$ cat src/rtl/bist_stimulus_misr.sv
// BIST stimulus and response compaction for the 6:3 counter CUT: an LFSR drives
// pseudo-random patterns, a MISR folds the responses, and the signature is strobed out.
module bist_stimulus_misr #(
    parameter int unsigned       PAT_W        = 6,
    parameter int unsigned       SIG_W        = 3,
    parameter int unsigned       NUM_PATTERNS = 7,
    parameter logic [PAT_W-1:0]  LFSR_SEED    = 6'b000001,
    parameter logic [PAT_W-1:0]  LFSR_TAPS    = 6'b110000,
    parameter logic [SIG_W-1:0]  MISR_SEED    = 3'b000,
    parameter logic [SIG_W-1:0]  MISR_POLY    = 3'b011
) (
    input  logic             clk,
    input  logic             reset,
    input  logic             start,
    output logic             tm,
    output logic [PAT_W-1:0] cut_in,
    input  logic [SIG_W-1:0] cut_out,
    output logic [SIG_W-1:0] sig,
    output logic             sig_valid,
    output logic             busy,
    output logic             done
);

    localparam int unsigned CNT_W = $clog2(NUM_PATTERNS + 1);
    localparam logic [CNT_W-1:0] LAST_CNT = CNT_W'(NUM_PATTERNS - 1);

    typedef enum logic [1:0] {
        S_IDLE,
        S_RUN,
        S_DONE
    } state_t;

    state_t           state_q;
    logic [PAT_W-1:0] lfsr_q, lfsr_d;
    logic [SIG_W-1:0] misr_q, misr_d;
    logic [CNT_W-1:0] cnt_q;
    logic [SIG_W-1:0] sig_q;
    logic             tm_q, sig_valid_q, busy_q, done_q;

    // Next LFSR pattern (Fibonacci) and next MISR value (Galois shift, then fold in the response).
    always_comb begin
        lfsr_d = {lfsr_q[PAT_W-2:0], ^(lfsr_q & LFSR_TAPS)};
        misr_d = {misr_q[SIG_W-2:0], 1'b0}
               ^ (misr_q[SIG_W-1] ? MISR_POLY : '0)
               ^ cut_out;
    end

    // NOTE: reset is sampled on the clock edge and beats every other input, including start.
    always_ff @(posedge clk) begin
        if (reset) begin
            state_q     <= S_IDLE;
            lfsr_q      <= LFSR_SEED;
            misr_q      <= MISR_SEED;
            cnt_q       <= '0;
            sig_q       <= '0;
            tm_q        <= 1'b0;
            sig_valid_q <= 1'b0;
            busy_q      <= 1'b0;
            done_q      <= 1'b0;
        end else begin
            // NOTE: all state updates are non-blocking so every branch sees the pre-edge values.
            case (state_q)
                S_IDLE: begin
                    sig_valid_q <= 1'b0;
                    if (start) begin
                        lfsr_q  <= LFSR_SEED;
                        misr_q  <= MISR_SEED;
                        cnt_q   <= '0;
                        done_q  <= 1'b0;
                        tm_q    <= 1'b1;
                        busy_q  <= 1'b1;
                        state_q <= S_RUN;
                    end
                end
                S_RUN: begin
                    misr_q <= misr_d;
                    lfsr_q <= lfsr_d;
                    cnt_q  <= cnt_q + CNT_W'(1);
                    // Last absorb: the signature register takes the final MISR value directly.
                    if (cnt_q == LAST_CNT) begin
                        sig_q       <= misr_d;
                        sig_valid_q <= 1'b1;
                        done_q      <= 1'b1;
                        tm_q        <= 1'b0;
                        state_q     <= S_DONE;
                    end
                end
                S_DONE: begin
                    sig_valid_q <= 1'b0;
                    busy_q      <= 1'b0;
                    state_q     <= S_IDLE;
                end
                default: begin
                    sig_valid_q <= 1'b0;
                    tm_q        <= 1'b0;
                    busy_q      <= 1'b0;
                    state_q     <= S_IDLE;
                end
            endcase
        end
    end

    assign tm        = tm_q;
    assign cut_in    = lfsr_q;
    assign sig       = sig_q;
    assign sig_valid = sig_valid_q;
    assign busy      = busy_q;
    assign done      = done_q;

endmodule

$ cat config.mk
export PLATFORM = sky130hd
export DESIGN_NAME = bist_stimulus_misr
export DESIGN_NICKNAME = d
export VERILOG_FILES = /design/src/rtl/bist_stimulus_misr.sv
export SDC_FILE = /design/constraint.sdc
export NUM_CORES = 1
export LEC_CHECK = 0
export ABC_CLOCK_PERIOD_IN_PS = 1880
export CAP_MARGIN = 20
export CORE_AREA = 8 8 56 58
export CTS_CLUSTER_DIAMETER = 80
export DETAILED_ROUTE_END_ITERATION = 12
export DIE_AREA = 0 0 64 66
export GPL_ROUTABILITY_DRIVEN = 0
export MAX_ROUTING_LAYER = met4
export PLACE_DENSITY = 0.63
export SKIP_CTS_REPAIR_TIMING = 1
export SKIP_LAST_GASP = 1
export SLEW_MARGIN = 20
export SYNTH_ARGS = -nofsm -noshare
export SYNTH_HDL_FRONTEND = slang
export SYNTH_SLANG_ARGS = --single-unit
$ cat constraint.sdc
create_clock -name clk -period 1.88 [get_ports clk]
set_clock_uncertainty 0.05 [all_clocks]
set_input_delay 0.188 -clock clk [delete_from_list [all_inputs] [get_ports clk]]
set_output_delay 0.188 -clock clk [all_outputs]
set_load 0.01 [all_outputs]
==> metrics.md <==
| Metric | Value |
|---|---|
| Status | completed |
| Critical setup path kind | flip-flop to output port |
| Cell variety after synth | 32 |
| Tmin final | 1.49 ns |
| Power Dens Cells | 696 mW/mm^2 |
| Row cnt | 18 |
| Io pins | 19 |
| Initial antenna violation count | 0 |
| Adder-cell share of the synthesized area | 0.0286 |
| Commonest non-fill, non-tap cell in the layout | dfxtp_1 |
| Synth-to-Final Area Change | 26.0% |
| Port Buf Inserts | 18 |
| Multiplexer share of the synthesized area | 0.0229 |
| Crit start category | flip-flop |
| Simple-gate share of the synthesized area | 0.162 |
| Number of synthesized register bits | 21 |
| Final setup margin | 0.387 ns |
| Detailed placement HPWL | 1.37 mm |
| Antenna Diode Count | 0 |
| RSZ-0062 raised after global routing | false |
| Max FO, Critical Path | 4 |
| Dpl cells | 131 |
| Cell taking the most area after synthesis | dfxtp_1 |
| Worst slew pin tran | 0.455 ns |
| Root Driver | clkbuf_4 |
| Slew HR | 0.696 |
| Fin. Hold Viols | 0 |
| XOR/XNOR Fraction of Synth Area | 0.0501 |
| Final setup fails | 0 |
| Synth Area in Compound Gates | 0.199 |
| Total wire length | 1.78 mm |
| Fmax | 670 MHz |
| Synth async-reset ratio | 0 |
| Worst EP required | 1.64 ns |
| Tot GR Track Use | 0.0951 |
| Post-synthesis sequential area ratio | 0.481 |
| CP max stage cell | clkdlybuf4s50_1 |
| Mapped Cells | 85 |
| Max Cap Violations | 0 |
| TritonCTS clock tree | done |
| CTS H-Tree Depth | 1 |
| Leakage power | 0.419 nW |
| Clock Latency Late Sink | 0.29 ns |
| Worst path max stage delay | 0.56 ns |
| Finished Layout Cells | 135 |
| Die span in y | 66 um |
| Synth Warn # | 0 |
| CTS buffer count | 3 |
| Number of remaining DRC errors | 0 |
| Via/cell ratio | 4.93 |
| Final setup TNS | 0 ns |
| Die Span X | 64 um |
| Wire per inst | 13.2 um |
| Worst path buffer plus inverter count | 1 |
| Clock-pin slew on the worst setup and hold paths | 0.11 ns |
| CP top delay family | buffers and inverters |
| Layout cells sized above 1 | 0.0857 |
| Area of the mapped netlist | 875 um^2 |
| Yosys top cell area share | 0.481 |
| DP Worst Slack | 0.237 ns |
| Maximum VDD drop | 448 uV |
| CORE AREA | 0.00232 mm^2 |
| Slew Viols, Final | 0 |
| # nets final | 114 |
| First-pass GRT wire length | 3.16 mm |
| Crit. End Element | output port |
| CP arrival | 1.26 ns |
| Pin count of the biggest net entering global routing | 13 |
| Starting Density | 0.377 |
| Top_reg_cell synth | dfxtp_1 |
| Congestion Overflow GR | 0 |
| Most frequent cells in the layout | dfxtp_1 (21), clkdlybuf4s50_1 (18), nor2_1 (9) |
| # clock sinks | 21 |
| Post-synth net total | 93 |
| Post-route clock period utilization | 0.794 |
| EDFF count, synth | 0 |
| Via Count | 666 |
| Hold WS | 0.436 ns |
| Maximum buffer depth of the clock tree | 2 |
| Vias in the first global route | 687 |
| Largest cells by area after synthesis | dfxtp_1 (48%), a22oi_1 (4.3%), nor2_1 (3.9%) |
| Hold Path Class | flip-flop to flip-flop |
| Main combinational cell family by area after synthesis | compound AO/OA/AOI/OAI gates |
| Initial drt markers | 17 |
| DRT Pass-1 Iters | 4 |
| Crit-path cells | clkdlybuf4s50_1 |
| Syn_area_per_cell | 10.3 um^2 |
| Detail Route Antenna Nets | 0 |
| Die area | 0.00422 mm^2 |
[sequential cells by signal, summed over array words and instances, names as in the netlist]
name       flops
cut_in         6
cnt_q          3
done           1
misr_q         3
sig            3
busy           1
state_q        2
sig_valid      1
tm             1
[final timing paths]
path              depth (start not counted)         end  startpoint  slack [ns]
setup / recovery                          1   cut_in[4]   cut_in[4]        0.39
setup reg to reg                          4  state_q[0]    cnt_q[0]        0.39
hold / removal                            2        done        done        0.44
hold reg to reg                           2        done        done        0.44
[cell type report]
type / instances / area, um^2
Tap cell: 30 / 37.5
Sequential cell: 21 / 420
Clock buffer: 4 / 26.3
Fill cell: 239 / 1220
Timing Repair Buffer: 20 / 195
Inverter: 5 / 18.8
Multi-Input combinational cell: 55 / 404
[Yosys cell counts (3+ instances only)]
cell,instances
a21oi_1,5
a22o_1,3
a22oi_1,5
dfxtp_1,21
inv_1,5
nor2_1,9
xnor2_1,3
[per-layer routing]
metal / wire length (um) / global-route usage / part of all wire
met1: 807 / 0.103 / 0.45
met2: 891 / 0.158 / 0.50
met3: 71 / 0.0237 / 0.040
met4: 11 / 0.0501 / 0.0062
met5: 0 / - / 0
[power by group]
part | internal (mW) | switching (mW) | total (mW)
Sequential | 0.460 | 0.0136 | 0.473
Combinational | 0.0469 | 0.0426 | 0.0896
Clock | 0.0825 | 0.122 | 0.205
[through the flow]
step	util	cell area [um^2]	power [mW]
2_1_floorplan	-	875	0.537
4_1_cts	0.475	1100	0.782
3_3_place_gp	0.464	1080	0.573
5_1_grt	0.475	1100	0.808
3_5_place_dp	0.464	1080	0.574
6_report	0.475	1100	0.768
[tightest hold or removal path, delay by kind of cell (launching register included)]
| family | cells | cell delay [ns] |
|---|---|---|
| flops | 1 | 0.33 |
| compound gates | 2 | 0.12 |
[cells by family after synthesis]
logic type | Yosys count
AND/OR/NAND/NOR | 23
flip-flops | 21
XOR/XNOR | 5
AO/OA/AOI/OAI | 23
adder cells (fa/ha/maj) | 2
buffers and inverters | 9
multiplexers | 2
Power figures use the tool's default switching activity.
